[src/rtl/alu_issue_stage.sv]
// ID/EX issue register: decodes a MIPS instruction into ALU operands and a control code.
// The decoded entry is registered once behind a valid/ready handshake.
module alu_issue_stage #(
    parameter int DATA_W     = 32,
    parameter int REG_ADDR_W = 5
) (
    input  logic                  clk,
    input  logic                  rst_n,
    input  logic                  in_valid,
    output logic                  in_ready,
    input  logic [31:0]           instr,
    input  logic [DATA_W-1:0]     rs_data,
    input  logic [DATA_W-1:0]     rt_data,
    input  logic                  flush,
    output logic                  out_valid,
    input  logic                  out_ready,
    output logic [DATA_W-1:0]     out_operand0,
    output logic [DATA_W-1:0]     out_operand1,
    output logic [3:0]            out_control,
    output logic                  out_ovf_check,
    output logic [REG_ADDR_W-1:0] out_dest,
    output logic                  out_illegal
);
    localparam logic [3:0] C_AND  = 4'b0000, C_OR   = 4'b0001, C_XOR = 4'b0010, C_NOR = 4'b0011;
    localparam logic [3:0] C_ADDU = 4'b0100, C_ADD  = 4'b0101, C_SUBU = 4'b0110, C_SUB = 4'b0111;
    localparam logic [3:0] C_SLTU = 4'b1000, C_SLL  = 4'b1001, C_SRL = 4'b1010, C_SRA = 4'b1011;

    logic [5:0]  opcode, funct;
    logic [15:0] imm;
    logic [4:0]  shamt;
    logic        unused_rs_idx;

    assign opcode        = instr[31:26];
    assign funct         = instr[5:0];
    assign imm           = instr[15:0];
    assign shamt         = instr[10:6];
    assign unused_rs_idx = ^instr[25:21];

    logic [DATA_W-1:0]     dec_op0, dec_op1, imm_sext, imm_zext;
    logic [3:0]            dec_ctrl;
    logic                  dec_ovf, dec_ill;
    logic [REG_ADDR_W-1:0] dec_dest;

    assign imm_sext = {{(DATA_W-16){imm[15]}}, imm};
    assign imm_zext = {{(DATA_W-16){1'b0}}, imm};

    // Illegal encodings fall through with every payload field forced to zero.
    always_comb begin
        dec_op0  = '0;
        dec_op1  = '0;
        dec_ctrl = C_AND;
        dec_ovf  = 1'b0;
        dec_ill  = 1'b0;
        dec_dest = '0;
        if (opcode == 6'h00) begin
            dec_op0  = rs_data;
            dec_op1  = rt_data;
            dec_dest = REG_ADDR_W'(instr[15:11]);
            case (funct)
                6'h20: begin dec_ctrl = C_ADD; dec_ovf = 1'b1; end
                6'h21: dec_ctrl = C_ADDU;
                6'h22: begin dec_ctrl = C_SUB; dec_ovf = 1'b1; end
                6'h23: dec_ctrl = C_SUBU;
                6'h24: dec_ctrl = C_AND;
                6'h25: dec_ctrl = C_OR;
                6'h26: dec_ctrl = C_XOR;
                6'h27: dec_ctrl = C_NOR;
                6'h2B: dec_ctrl = C_SLTU;
                6'h00, 6'h02, 6'h03: begin
                    dec_op0  = rt_data;
                    dec_op1  = {{(DATA_W-5){1'b0}}, shamt};
                    dec_ctrl = (funct == 6'h00) ? C_SLL : (funct == 6'h02) ? C_SRL : C_SRA;
                end
                6'h04, 6'h06, 6'h07: begin
                    dec_op0  = rt_data;
                    dec_op1  = {{(DATA_W-5){1'b0}}, rs_data[4:0]};
                    dec_ctrl = (funct == 6'h04) ? C_SLL : (funct == 6'h06) ? C_SRL : C_SRA;
                end
                default: dec_ill = 1'b1;
            endcase
        end else begin
            dec_op0  = rs_data;
            dec_dest = REG_ADDR_W'(instr[20:16]);
            case (opcode)
                6'h08: begin dec_ctrl = C_ADD; dec_ovf = 1'b1; dec_op1 = imm_sext; end
                6'h09: begin dec_ctrl = C_ADDU; dec_op1 = imm_sext; end
                6'h0B: begin dec_ctrl = C_SLTU; dec_op1 = imm_sext; end
                6'h0C: begin dec_ctrl = C_AND; dec_op1 = imm_zext; end
                6'h0D: begin dec_ctrl = C_OR;  dec_op1 = imm_zext; end
                6'h0E: begin dec_ctrl = C_XOR; dec_op1 = imm_zext; end
                6'h0F: begin dec_ctrl = C_SLL; dec_op0 = imm_zext; dec_op1 = DATA_W'(16); end
                default: dec_ill = 1'b1;
            endcase
        end
        if (dec_ill) begin
            dec_op0  = '0;
            dec_op1  = '0;
            dec_ctrl = C_AND;
            dec_ovf  = 1'b0;
            dec_dest = '0;
        end
    end

    logic valid_q, valid_d, load;

    assign in_ready = !valid_q || out_ready;
    assign load     = in_valid && in_ready && !flush;

    always_comb begin
        valid_d = valid_q;
        if (flush)          valid_d = 1'b0;
        else if (load)      valid_d = 1'b1;
        else if (out_ready) valid_d = 1'b0;
    end

    logic [DATA_W-1:0]     op0_q, op1_q;
    logic [3:0]            ctrl_q;
    logic                  ovf_q, ill_q;
    logic [REG_ADDR_W-1:0] dest_q;

    // Payload only captures on a load so a stalled entry stays bit-stable.
    always_ff @(posedge clk or negedge rst_n) begin
        if (!rst_n) begin
            valid_q <= 1'b0;
            op0_q   <= '0;
            op1_q   <= '0;
            ctrl_q  <= '0;
            ovf_q   <= 1'b0;
            ill_q   <= 1'b0;
            dest_q  <= '0;
        end else begin
            valid_q <= valid_d;
            if (load) begin
                op0_q  <= dec_op0;
                op1_q  <= dec_op1;
                ctrl_q <= dec_ctrl;
                ovf_q  <= dec_ovf;
                ill_q  <= dec_ill;
                dest_q <= dec_dest;
            end
        end
    end

    assign out_valid     = valid_q;
    assign out_operand0  = op0_q;
    assign out_operand1  = op1_q;
    assign out_control   = ctrl_q;
    assign out_ovf_check = ovf_q;
    assign out_dest      = dest_q;
    assign out_illegal   = ill_q;

endmodule

[config.mk]
export PLATFORM = sky130hd
export DESIGN_NAME = alu_issue_stage
export DESIGN_NICKNAME = d
export VERILOG_FILES = /design/src/rtl/alu_issue_stage.sv
export SDC_FILE = /design/constraint.sdc
export NUM_CORES = 1
export LEC_CHECK = 0
export ABC_AREA = 1
export BUFFER_PORTS_ARGS = -buffer_cell sky130_fd_sc_hd__buf_2
export CAP_MARGIN = 10
export CELL_PAD_IN_SITES_DETAIL_PLACEMENT = 2
export CELL_PAD_IN_SITES_GLOBAL_PLACEMENT = 2
export CORE_UTILIZATION = 26
export CTS_BUF_LIST = sky130_fd_sc_hd__clkbuf_16
export DETAILED_ROUTE_END_ITERATION = 8
export PLACE_DENSITY_LB_ADDON = 0.08
export SLEW_MARGIN = 25
export SYNTH_ARGS = -nofsm -noshare
export SYNTH_HDL_FRONTEND = slang
export SYNTH_SLANG_ARGS = --single-unit
[constraint.sdc]
create_clock -name clk -period 1.5 [get_ports clk]
set_input_delay 0.3 -clock clk [delete_from_list [all_inputs] [get_ports clk]]
set_output_delay 0.3 -clock clk [all_outputs]
set_load 0.1 [all_outputs]
Word level (Yosys, flattened, before mapping)
Cells that the tools add are included.
W data, S select, Z words.
{ "classes": {"n_eq_ne": 21, "muxes": 28, "reduce_logical": 16} }
{ "op_table": {"columns": ["cell", "count"], "rows": [
  ["$mux W32", 6],
  ["$pmux W32 S3", 1],
  ["$pmux W32 S2", 1],
  ["$eq A6 B6 Y1 const B", 9],
  ["$eq A6 B4 Y1 const B", 7],
  ["$pmux W4 S10", 1],
  ["$pmux W4 S6", 1],
  ["$eq A6 B3 Y1 const B", 3],
  ["$reduce_or A15 Y1", 1],
  ["$eq A6 B2 Y1 const B", 2],
  ["$logic_not A6 Y1", 2],
  ["$mux W1", 12],
  ["$reduce_or A3 Y1", 4],
  ["$mux W5", 2],
  ["$mux W4", 2],
  ["$reduce_or A7 Y1", 1],
  ["$reduce_or A6 Y1", 1],
  ["$mux W2", 2],
  ["$reduce_bool A3 Y1", 1],
  ["$logic_and A1 B1 Y1", 2],
  ["$logic_not A1 Y1", 2],
  ["$reduce_or A2 Y1", 1],
  ["$logic_or A1 B1 Y1", 1]
]} }
{ "word_totals": {"elab_cells": 72, "out_inout_bits": 77, "register_bits": 76, "in_bits": 101} }

Longest topological paths before layout
Gate-level depths: netlist of the first run.
{ "logic_depth": {"word_depth": 6, "mapped_depth": 11} }

Least setup slack after synthesis of the first run
Ideal clock, no wire load.
{ "synth_timing": {"path_type": "reg-to-reg", "startpoint": "register valid_q, in the netlist out_valid", "endpoint": "register ctrl_q[0], in the netlist out_control[0]", "path_stages_with_launch": 9, "setup_slack_ns": -0.523, "path_buffers": 2, "synth_period_minus_slack_ns": 2.023, "setup_ns": 0.068, "t_arrival_ns": 1.956, "cell_sequence": "dfrtp_1 inv_1 nor2_1 nor3_4 inv_2 buf_2 buf_1 nand2_1 nand2_1"} }
{ "synth_via": {"elab_chain_len": 4} }
{ "synth_lines": {"columns": ["item", "line_no", "source"], "rows": [
  ["from (decl)", "104", "logic valid_q, valid_d, load;"],
  ["from (signal assigned)", "132", "valid_q <= valid_d;"],
  ["$logic_not A1 Y1", "106", "assign in_ready = !valid_q || out_ready;"],
  ["$logic_or A1 B1 Y1", "106", null],
  ["$logic_and A1 B1 Y1 (2 in series)", "107", "assign load = in_valid && in_ready && !flush;"],
  ["to (signal assigned)", "136", "ctrl_q <= dec_ctrl;"],
  ["to (decl)", "117", "logic [3:0] ctrl_q;"]
]} }
No other way between the ends.
A chain may end at the register's enable or synchronous reset.

Final worst setup path of the first run
{ "layout_timing": {"startpoint": "register valid_q, in the netlist out_valid", "endpoint": "output port in_ready"} }
{ "layout_via": {"elab_chain_len": 2} }
{ "layout_lines": {"columns": ["item", "line_no", "source"], "rows": [
  ["$logic_not A1 Y1", "106", null],
  ["$logic_or A1 B1 Y1", "106", null],
  ["to (decl)", "10", "output logic in_ready,"]
]} }
No other way between the ends.

==> metrics, run 1 <==
later-pin clock latency in the skew report=0.35 ns; drt pass-1 iters=4; die area=18500 sq um; Final setup viols=0; max frequency=675 MHz; Layout Skew=0.00385 ns; Post-Place Setup Slack=-0.326 ns; Starting Density=26.8%; Synth Register Bits=76; Ys Warns=0; Initial DRC Count=150; Final HPWL DP=15500 microns; vias per cell=4.78; vias in the first global route=5887; Die Wd=136 microns; GRT Total Usage=22.8%; drt drc=0; CTS tree=yes; slew margin rel.=66.1%; commonest non-fill, non-tap cell in the layout=nand2_1; Worst Tran Pin Value=0.512 ns; final std cells w/o fill=1122; Cell Pwr Density=852 nW/um^2; Crit Path Max Fanout=2; TNS Setup=0 ns; post-synthesis sequential area ratio=40.7%; Placed Area=6240 sq um; crit path capture type=output port; crit path launch type=flip-flop; pin count of the biggest net entering global routing=45; Sink Count=76; CP Data Required Time=1.20 ns; most frequent cells in the layout=nand2_1 (276), buf_2 (165), dfrtp_1 (75), nand3_1 (71), buf_4 (55); FP Rows=48; status=finished, final reports clean; Synth top area share=40.7%; clock-pin slew on the worst setup and hold paths=0.06 ns; worst hold stages=2; Cells after Synth=680; number of diodes=0; worst hold slack=0.145 ns; Bufs on Longest Clock Path=2; Placer Congestion=0.793; io pins=178; maximum VDD drop=0.526 mV; share of post-route cells with drive strength above 1=32.6%; leading area contributor after synthesis=dfrtp_1; Vias=5368; fin crit share=98.8%; placed cells=1102; Num CTS Buffers=9; number of max-cap violations=0; post-route antenna net violation count=0; Hold Violations, Final=0; Avg Inst Size Synth=6.87 sq um; count of different cell masters after synthesis=29; core footprint=17400 sq um; filler instances=2094; synthesized net count=781; H-tree levels=3; clk root buf=clkbuf_16; drt wl/cell=18.2 microns; worst min path class=input port to flip-flop; mapped cell area=4670 sq um; final WL=20400 microns; IO Port Bufs=172; final worst setup slack=0.0186 ns; synth top area cells=dfrtp_1 (41%), nand2_1 (23%), nand3_1 (7.7%), o21ai_1 (4.8%), o21ai_0 (4.7%); Reg2Reg Depth=7; layout net count=993; WS Path Type=flip-flop to output port; final instance area=6610 sq um; grt ovf=0; Critical Path AT=1.18 ns; Die Height=136 microns; Area Overhead vs Synth=41.4%; crit path time final=1.48 ns; first-pass GRT wire length=31900 microns; initial antenna violation count=0; RSZ-0062 raised after global routing=true; max-slew violations=0; static leakage=0.00365 uW
==> final cells by class <==
| class | count | area, sq um | area share [%] |
|---|---|---|---|
| Timing Repair Buffer | 242 | 1590 | 24.0 |
| Tap cell | 225 | 282 | 4.26 |
| Inverter | 52 | 198 | 2.99 |
| Sequential cell | 76 | 1910 | 28.8 |
| Clock buffer | 9 | 225 | 3.41 |
| Clock inverter | 7 | 36.3 | 0.549 |
| Multi-Input combinational cell | 511 | 2370 | 35.9 |
==> metrics by stage <==
step / power (uW) / utilization, %
after detailed placement: 3630 / 35.9
after global placement: 3600 / 35.9
after floorplan: 3090 / -
after CTS: 5710 / 37.5
final: 5630 / 37.9
after global routing: 5880 / 37.9
==> power by group <==
part / internal, uW / leakage, uW / switching, uW
Clock: 1100 / 0.000141 / 927
Sequential: 2120 / 0.00105 / 41.7
Combinational: 370 / 0.00247 / 1070
==> synth_stat cells <==
library cell / count
nand3_4: 3
nor2_8: 2
inv_1: 45
buf_2: 21
a31oi_1: 1
mux2i_1: 4
nor3_4: 1
nor2_1: 28
o21ai_0: 44
o211ai_1: 6
buf_4: 2
nor2_2: 3
nor4_1: 1
nor3_1: 1
dfrtp_1: 76
o21ai_4: 2
a21oi_1: 9
buf_6: 7
inv_4: 1
nand3_1: 72
o21ai_1: 45
nand2_2: 1
clkbuf_1: 10
nor2_4: 1
buf_1: 1
nand2_1: 282
inv_2: 6
nand4_1: 3
nand3_2: 2
==> cell families after synthesis <==
group | Yosys count | share of synthesized area, %
simple gates | 400 | 36.8
compound gates | 107 | 12.3
buf+inv | 93 | 9.37
flops | 76 | 40.7
mux | 4 | 0.857
==> critical path: stages (launching register included) <==
cell and delay [ns]:
dfrtp_4 0.47, inv_2 0.07, nor2_4 0.04, inv_2 0.07
buf_12 0.17
==> worst paths after layout <==
kind / from / end / slack [ns]
max in group asynchronous: rst_n / out_operand0[5] / 0.57
setup reg to reg: out_valid / out_operand1[14] / 0.04
hold / removal: flush / out_valid / 0.14
min in group asynchronous: rst_n / out_valid / 0.41
hold reg to reg: out_operand0[21] / out_operand0[21] / 0.47
setup / recovery: out_valid / in_ready / 0.02
==> per-layer routing <==
metal	GRT usage (%)	routed length, microns
met1	28.5	9080
met2	40.3	10300
met3	3.69	726
met4	6.36	292
met5	0	0
==> what timing repair did <==
| item | in CTS | in global routing |
|---|---|---|
| endpoints found under the hold margin | 22 | 0 |
| buffers inserted | 1 | 2 |
| setup endpoints to repair | 16 | 49 |
| pin swaps | 1 | 2 |
| hold buffers | 1 | 0 |
| resized for setup | 4 | 18 |
==> state kept, by name (all words and copies together), names as in the netlist <==
name,count
out_operand1,32
out_operand0,32
out_dest,5
out_illegal,1
out_valid,1
out_control,4
out_ovf_check,1
(Power assumes the default switching activity.)
==> inputs of run 2 (changes only) <==
--- a/config.mk
+++ b/config.mk
@@ -10,6 +10,7 @@
 export CAP_MARGIN = 10
 export CELL_PAD_IN_SITES_DETAIL_PLACEMENT = 2
 export CELL_PAD_IN_SITES_GLOBAL_PLACEMENT = 2
+export CORE_ASPECT_RATIO = 1.75
 export CORE_UTILIZATION = 26
 export CTS_BUF_LIST = sky130_fd_sc_hd__clkbuf_16
 export DETAILED_ROUTE_END_ITERATION = 8
==> metrics, run 2 (same netlist as run 1, synthesis figures left out) <==
CTS tree=yes (unchanged); crit path capture type=output port (unchanged); RSZ-0062 raised after global routing=true (unchanged); Layout Skew=0.00458 ns (was 0.00385 ns); FP Rows=64 (was 48); Switching Share=34.4% (was 36.1%); Num CTS Buffers=9 (unchanged); IO Port Bufs=172 (unchanged); Placed Area=6370 sq um (was 6240 sq um); pin count of the biggest net entering global routing=42 (was 45); first-pass GRT wire length=32500 microns (was 31900 microns); vias per cell=4.83 (was 4.78); NetSw=1970 uW (was 2030 uW); Cell Pwr Density=856 nW/um^2 (was 852 nW/um^2); commonest non-fill, non-tap cell in the layout=nand2_1 (unchanged); Initial DRC Count=88 (was 150); TNS Setup=0 ns (unchanged); clock-pin slew on the worst setup and hold paths=0.06 ns (about the same); clk root buf=clkbuf_16 (unchanged); Area Overhead vs Synth=43.5% (was 41.4%); vias in the first global route=6009 (was 5887); crit path launch type=flip-flop (unchanged); Crit Path Max Fanout=2 (unchanged); CP Data Required Time=1.20 ns (about the same); drt wl/cell=18.6 microns (was 18.2 microns); share of post-route cells with drive strength above 1=32.0% (was 32.6%); Bufs on Longest Clock Path=2 (unchanged); Final setup viols=0 (unchanged); Cell Int Power=3760 uW (was 3590 uW); maximum VDD drop=0.444 mV (was 0.526 mV); Worst Tran Pin Value=0.512 ns (about the same); post-route antenna net violation count=0 (unchanged); Largest delay share family, worst path=buffers and inverters (was flip-flops); grt ovf=0 (unchanged); Hold Violations, Final=0 (unchanged); most frequent cells in the layout=nand2_1 (280), buf_2 (165), dfrtp_1 (75), nand3_1 (72), buf_4 (61) (was nand2_1 (276), buf_2 (165), dfrtp_1 (75), nand3_1 (71), buf_4 (55)); WS Path Type=flip-flop to output port (unchanged); max incr delay on CP=0.43 ns (was 0.47 ns); filler instances=2110 (was 2094); later-pin clock latency in the skew report=0.34 ns (was 0.35 ns); Multi-input gate area=2360 sq um (was 2370 sq um); Placer Congestion=0.839 (was 0.793); layout net count=998 (was 993); status=finished, final reports clean (unchanged); drt drc=0 (unchanged); GRT Total Usage=24.0% (was 22.8%); final WL=21000 microns (was 20400 microns); Critical Path AT=1.19 ns (was 1.18 ns); io pins=178 (unchanged); combinational power share=25.5% (about the same); storage element area=1910 sq um (unchanged); slowest CP cell=buf_2 (was dfrtp_4); overall power=5740 uW (was 5630 uW); sequential share of power=37.8% (was 38.5%); CP Buf/Inv Count=1 (was 3); core footprint=17500 sq um (was 17400 sq um); max frequency=669 MHz (was 675 MHz); Die Height=179 microns (was 136 microns); initial antenna violation count=0 (unchanged); Sink Count=76 (unchanged); number of max-cap violations=0 (unchanged); final instance area=6710 sq um (was 6610 sq um); static leakage=0.00369 uW (was 0.00365 uW); max-slew violations=0 (unchanged); H-tree levels=3 (unchanged); worst min path class=input port to flip-flop (unchanged); CP Cell Sequence=buf_2 (was inv_2 -> nor2_4 -> inv_2 -> buf_12); clock share of power=36.8% (was 36.0%); die area=18500 sq um (about the same); number of diodes=0 (unchanged); Starting Density=26.6% (was 26.8%); Die Wd=103 microns (was 136 microns); Final HPWL DP=16600 microns (was 15500 microns); crit path time final=1.49 ns (was 1.48 ns); Vias=5464 (was 5368); Core Util, Final=38.2% (was 37.9%); worst hold slack=0.156 ns (was 0.145 ns); drt pass-1 iters=4 (unchanged); fin crit share=99.7% (was 98.8%); slew margin rel.=66.1% (about the same)
run 2: area by class of cell:
type,instances,share of cell area [%]
Timing Repair Buffer,247,25.0
Inverter,52,3.02
Sequential cell,76,28.4
Multi-Input combinational cell,511,35.1
Tap cell,231,4.31
Clock buffer,9,3.36
Clock inverter,6,0.746
run 2: metrics by stage:
stage	setup slack, ns	std cells
final	0.00507	1132
after floorplan	-0.170	680
after global placement	-0.191	1114
after detailed placement	-0.286	1114
after CTS	0.000492	1131
after global routing	-0.0291	1132
run 2: repair_timing:
item | 4_1_cts | 5_1_grt
hold buffers | 1 | 0
setup buffers | 1 | 1
resized for setup | 5 | 8
endpoints found under the hold margin | 19 | 0
pin swaps | 1 | 0
setup endpoints to repair | 54 | 40
run 2: final timing paths:
path                                   from               end  slack [ns]  cells after the start
max in group asynchronous             rst_n       out_dest[1]        0.54                      3
min reg2reg                out_operand0[20]  out_operand0[20]        0.47                      2
min                                   flush         out_valid        0.16                      2
min in group asynchronous             rst_n  out_operand0[21]        0.44                      2
max reg2reg                       out_valid  out_operand0[13]        0.06                      8
max                               out_valid         out_valid       0.005                      1
run 2: routing by layer:
metal	up-vias	routed length (microns)	track usage [%]
met5	-	0	0
met3	26	664	3.18
met2	136	12500	49.1
li1	2604	-	-
met1	2698	7330	23.1
met4	0	540	9.10
run 2: power groups by stage:
stage / Sequential (uW) / Combinational, uW / Clock, uW
finish: 2170 / 1460 / 2110
global route: 2180 / 1560 / 2240
CTS: 2170 / 1480 / 2180
detailed placement: 2200 / 1460 / 0
global placement: 2200 / 1430 / 0
floorplan: 2740 / 355 / 0
==> inputs of run 3 (changes only) <==
--- a/config.mk
+++ b/config.mk
@@ -5,13 +5,12 @@
 export SDC_FILE = /design/constraint.sdc
 export NUM_CORES = 1
 export LEC_CHECK = 0
-export ABC_AREA = 1
 export BUFFER_PORTS_ARGS = -buffer_cell sky130_fd_sc_hd__buf_2
 export CAP_MARGIN = 10
 export CELL_PAD_IN_SITES_DETAIL_PLACEMENT = 2
 export CELL_PAD_IN_SITES_GLOBAL_PLACEMENT = 2
 export CORE_ASPECT_RATIO = 1.75
-export CORE_UTILIZATION = 26
+export CORE_UTILIZATION = 27
 export CTS_BUF_LIST = sky130_fd_sc_hd__clkbuf_16
 export DETAILED_ROUTE_END_ITERATION = 8
 export PLACE_DENSITY_LB_ADDON = 0.08
==> metrics, run 3 <==
Critical Path AT=2.03 ns (was 1.19 ns); vias in the first global route=5114 (was 6009); number of flops mapped to enable cells by yosys=0 (unchanged); mapped cell area=3980 sq um (was 4670 sq um); slew margin rel.=61.4% (was 66.1%); Largest delay share family, worst path=compound AO/OA/AOI/OAI gates (was buffers and inverters); Switching Share=36.3% (was 34.4%); H-tree levels=3 (unchanged); Cell Int Power=3890 uW (was 3760 uW); Synth top area share=47.8% (was 40.7%); synthesized net count=539 (was 781); leading area contributor after synthesis=dfrtp_1 (unchanged); instance count on the critical path=7 (was 1); die area=15200 sq um (was 18500 sq um); Area Overhead vs Synth=62.8% (was 43.5%); maximum VDD drop=0.383 mV (was 0.444 mV); TNS Setup=-18.71 ns (was 0 ns); CTS tree=yes (unchanged); worst hold stages=3 (was 2); max frequency=538 MHz (was 669 MHz); io pins=178 (unchanged); combinational power share=28.3% (was 25.5%); layout net count=760 (was 998); Worst Tran Pin Value=0.578 ns (was 0.512 ns); FP Rows=58 (was 64); post-synthesis sequential area ratio=47.8% (was 40.7%); placed cells=811 (was 1114); Reg2Reg Depth=7 (was 8); CP Launch Point=out_valid (unchanged); Synth Register Bits=76 (unchanged); Post-synth top cells=dfrtp_1 (76), nand2_1 (72), o21ai_0 (38) (was nand2_1 (282), dfrtp_1 (76), nand3_1 (72)); Layout Skew=0.0100 ns (was 0.00458 ns); vias per cell=5.34 (was 4.83); sequential share of power=36.2% (was 37.8%); final std cells w/o fill=844 (was 1132); static leakage=0.00313 uW (was 0.00369 uW); GRT Total Usage=24.7% (was 24.0%); number of max-cap violations=0 (unchanged); initial antenna violation count=1 (was 0); NetSw=2210 uW (was 1970 uW); CP Data Required Time=1.68 ns (was 1.20 ns); status=finished with violations (was finished, final reports clean); drt drc=0 (unchanged); post-route antenna net violation count=0 (unchanged); clock-pin slew on the worst setup and hold paths=0.06 ns (about the same); first-pass GRT wire length=28200 microns (was 32500 microns); crit path capture type=flip-flop (was output port); worst min path class=input port to flip-flop (unchanged); clk root buf=clkbuf_16 (unchanged); Initial DRC Count=126 (was 88); clock share of power=35.5% (was 36.8%); Die Wd=93.8 microns (was 103 microns); cell with the most instances after synthesis=dfrtp_1 (was nand2_1); Final HPWL DP=13100 microns (was 16600 microns); Hold Violations, Final=0 (unchanged); Crit Path Max Fanout=14 (was 2); Sink Count=76 (unchanged); most frequent cells in the layout=buf_2 (163), dfrtp_1 (75), nand2_1 (71), buf_4 (48), o21ai_1 (31) (was nand2_1 (280), buf_2 (165), dfrtp_1 (75), nand3_1 (72), buf_4 (61)); WS Path Type=flip-flop to flip-flop (was flip-flop to output port); final worst setup slack=-0.358 ns (was 0.00507 ns); IO Port Bufs=172 (unchanged); fin crit share=124% (was 99.7%); Die Height=163 microns (was 179 microns); crit path launch type=flip-flop (unchanged); count of different cell masters after synthesis=45 (was 29); Final setup viols=75 (was 0); slowest CP cell=dfrtp_4 (was buf_2); RSZ-0062 raised after global routing=true (unchanged); Critical R2R Launch=out_valid (unchanged); Vias=4503 (was 5464); CP Cell Sequence=nor2b_4 -> clkinvlp_4 -> nand3b_1 -> buf_6 -> buf_12 -> a222oi_1 -> a22oi_1 (was buf_2); core footprint=14400 sq um (was 17500 sq um); Avg Inst Size Synth=9.08 sq um (was 6.87 sq um); Placer Congestion=0.811 (was 0.839); drt pass-1 iters=5 (was 4); Hold Crit Start=flush (unchanged); commonest non-fill, non-tap cell in the layout=buf_2 (was nand2_1); pin count of the biggest net entering global routing=34 (was 42); Starting Density=27.7% (was 26.6%); max incr delay on CP=0.47 ns (was 0.43 ns); filler instances=1627 (was 2110); dominant synthesized flop cell=dfrtp_1 (unchanged); drt wl/cell=23.3 microns (was 18.6 microns); synth top area cells=dfrtp_1 (48%), nand2_1 (6.8%), a221oi_1 (4.8%), o21ai_0 (4.8%), a21oi_1 (4.0%) (was dfrtp_1 (41%), nand2_1 (23%), nand3_1 (7.7%), o21ai_1 (4.8%), o21ai_0 (4.7%)); max-slew violations=0 (unchanged); Bufs on Longest Clock Path=2 (unchanged); asr flop ratio synth=100% (unchanged); CP Buf/Inv Count=3 (was 1); Num CTS Buffers=9 (unchanged); share of post-route cells with drive strength above 1=50.2% (was 32.0%); Ys Warns=0 (unchanged); later-pin clock latency in the skew report=0.33 ns (was 0.34 ns); crit path time final=1.86 ns (was 1.49 ns); grt ovf=0 (unchanged); final WL=19700 microns (was 21000 microns); Cell Pwr Density=941 nW/um^2 (was 856 nW/um^2); failing checks=setup timing; Cells after Synth=438 (was 680)
-- run 3: cell type report --
class / instances / area (sq um) / area share, %
multi-input cells: 318 / 2240 / 34.6
flip-flops and latches: 76 / 1910 / 29.4
repair buffers: 252 / 1810 / 27.9
clock buffers: 9 / 225 / 3.48
well taps: 180 / 225 / 3.48
clock inverters: 6 / 57.6 / 0.888
inverters: 2 / 11.3 / 0.174
diodes: 1 / 2.50 / 0.0386
-- run 3: final timing paths --
check                                         to  slack, ns
worst max-delay path             out_operand0[4]      -0.36
worst min-delay path                   out_valid       0.22
worst max register to register   out_operand0[4]      -0.36
worst min register to register  out_operand0[30]       0.48
max in group asynchronous       out_operand1[27]       0.50
min in group asynchronous       out_operand1[21]       0.47
-- run 3: power by group through the flow --
stage | registers (uW) | logic, uW | clock network (uW)
after floorplan | 2920 | 307 | 0
after global placement | 2240 | 1490 | 0
after detailed placement | 2240 | 1520 | 0
after CTS | 2210 | 1620 | 2210
after global routing | 2220 | 1800 | 2310
final | 2210 | 1720 | 2170
-- run 3: kinds of logic (layout without fill, tap and decap cells) --
| group | Yosys count | count (layout) | share of synthesized area (%) |
|---|---|---|---|
| compound gates | 156 | 156 | 25.7 |
| xor+xnor | 2 | 2 | 0.440 |
| buf+inv | 44 | 269 | 5.57 |
| flops | 76 | 76 | 47.8 |
| mux | 10 | 10 | 2.52 |
| other cells | 0 | 1 | 0 |
| simple gates | 150 | 150 | 18.0 |
-- run 3: per-stage QoR --
stage / util [%] / instance area (sq um) / total power, uW / hold slack (ns) / setup WS, ns
after global routing: 45.1 / 6480 / 6330 / 0.231 / -0.391
after CTS: 42.8 / 6150 / 6030 / 0.207 / -0.257
after floorplan: - / 4040 / 3230 / 0.00441 / -0.807
after detailed placement: 38.3 / 5510 / 3760 / 0.292 / -0.620
final: 45.1 / 6480 / 6100 / 0.221 / -0.358
after global placement: 38.3 / 5510 / 3730 / 0.283 / -0.557
-- run 3: routing by layer --
layer / share of wire, % / global-route usage [%]
met1: 36 / 25.3
met2: 57 / 48.4
met3: 3.9 / 4.20
met4: 2.8 / 8.88
met5: 0 / 0
-- run 3: tightest hold or removal path: cells and delay by family --
kind | cells | cell delay [ns]
AND/OR/NAND/NOR | 1 | 0.04
buffers and inverters | 2 | 0.18
-- run 3: what timing repair did --
action,in CTS,in global routing
endpoints found under the setup margin,76,77
resized for setup,56,70
hold buffers,1,0
pin swaps,8,15
hold endpoints to repair,27,0
gates cloned,2,4
setup buffers,8,6
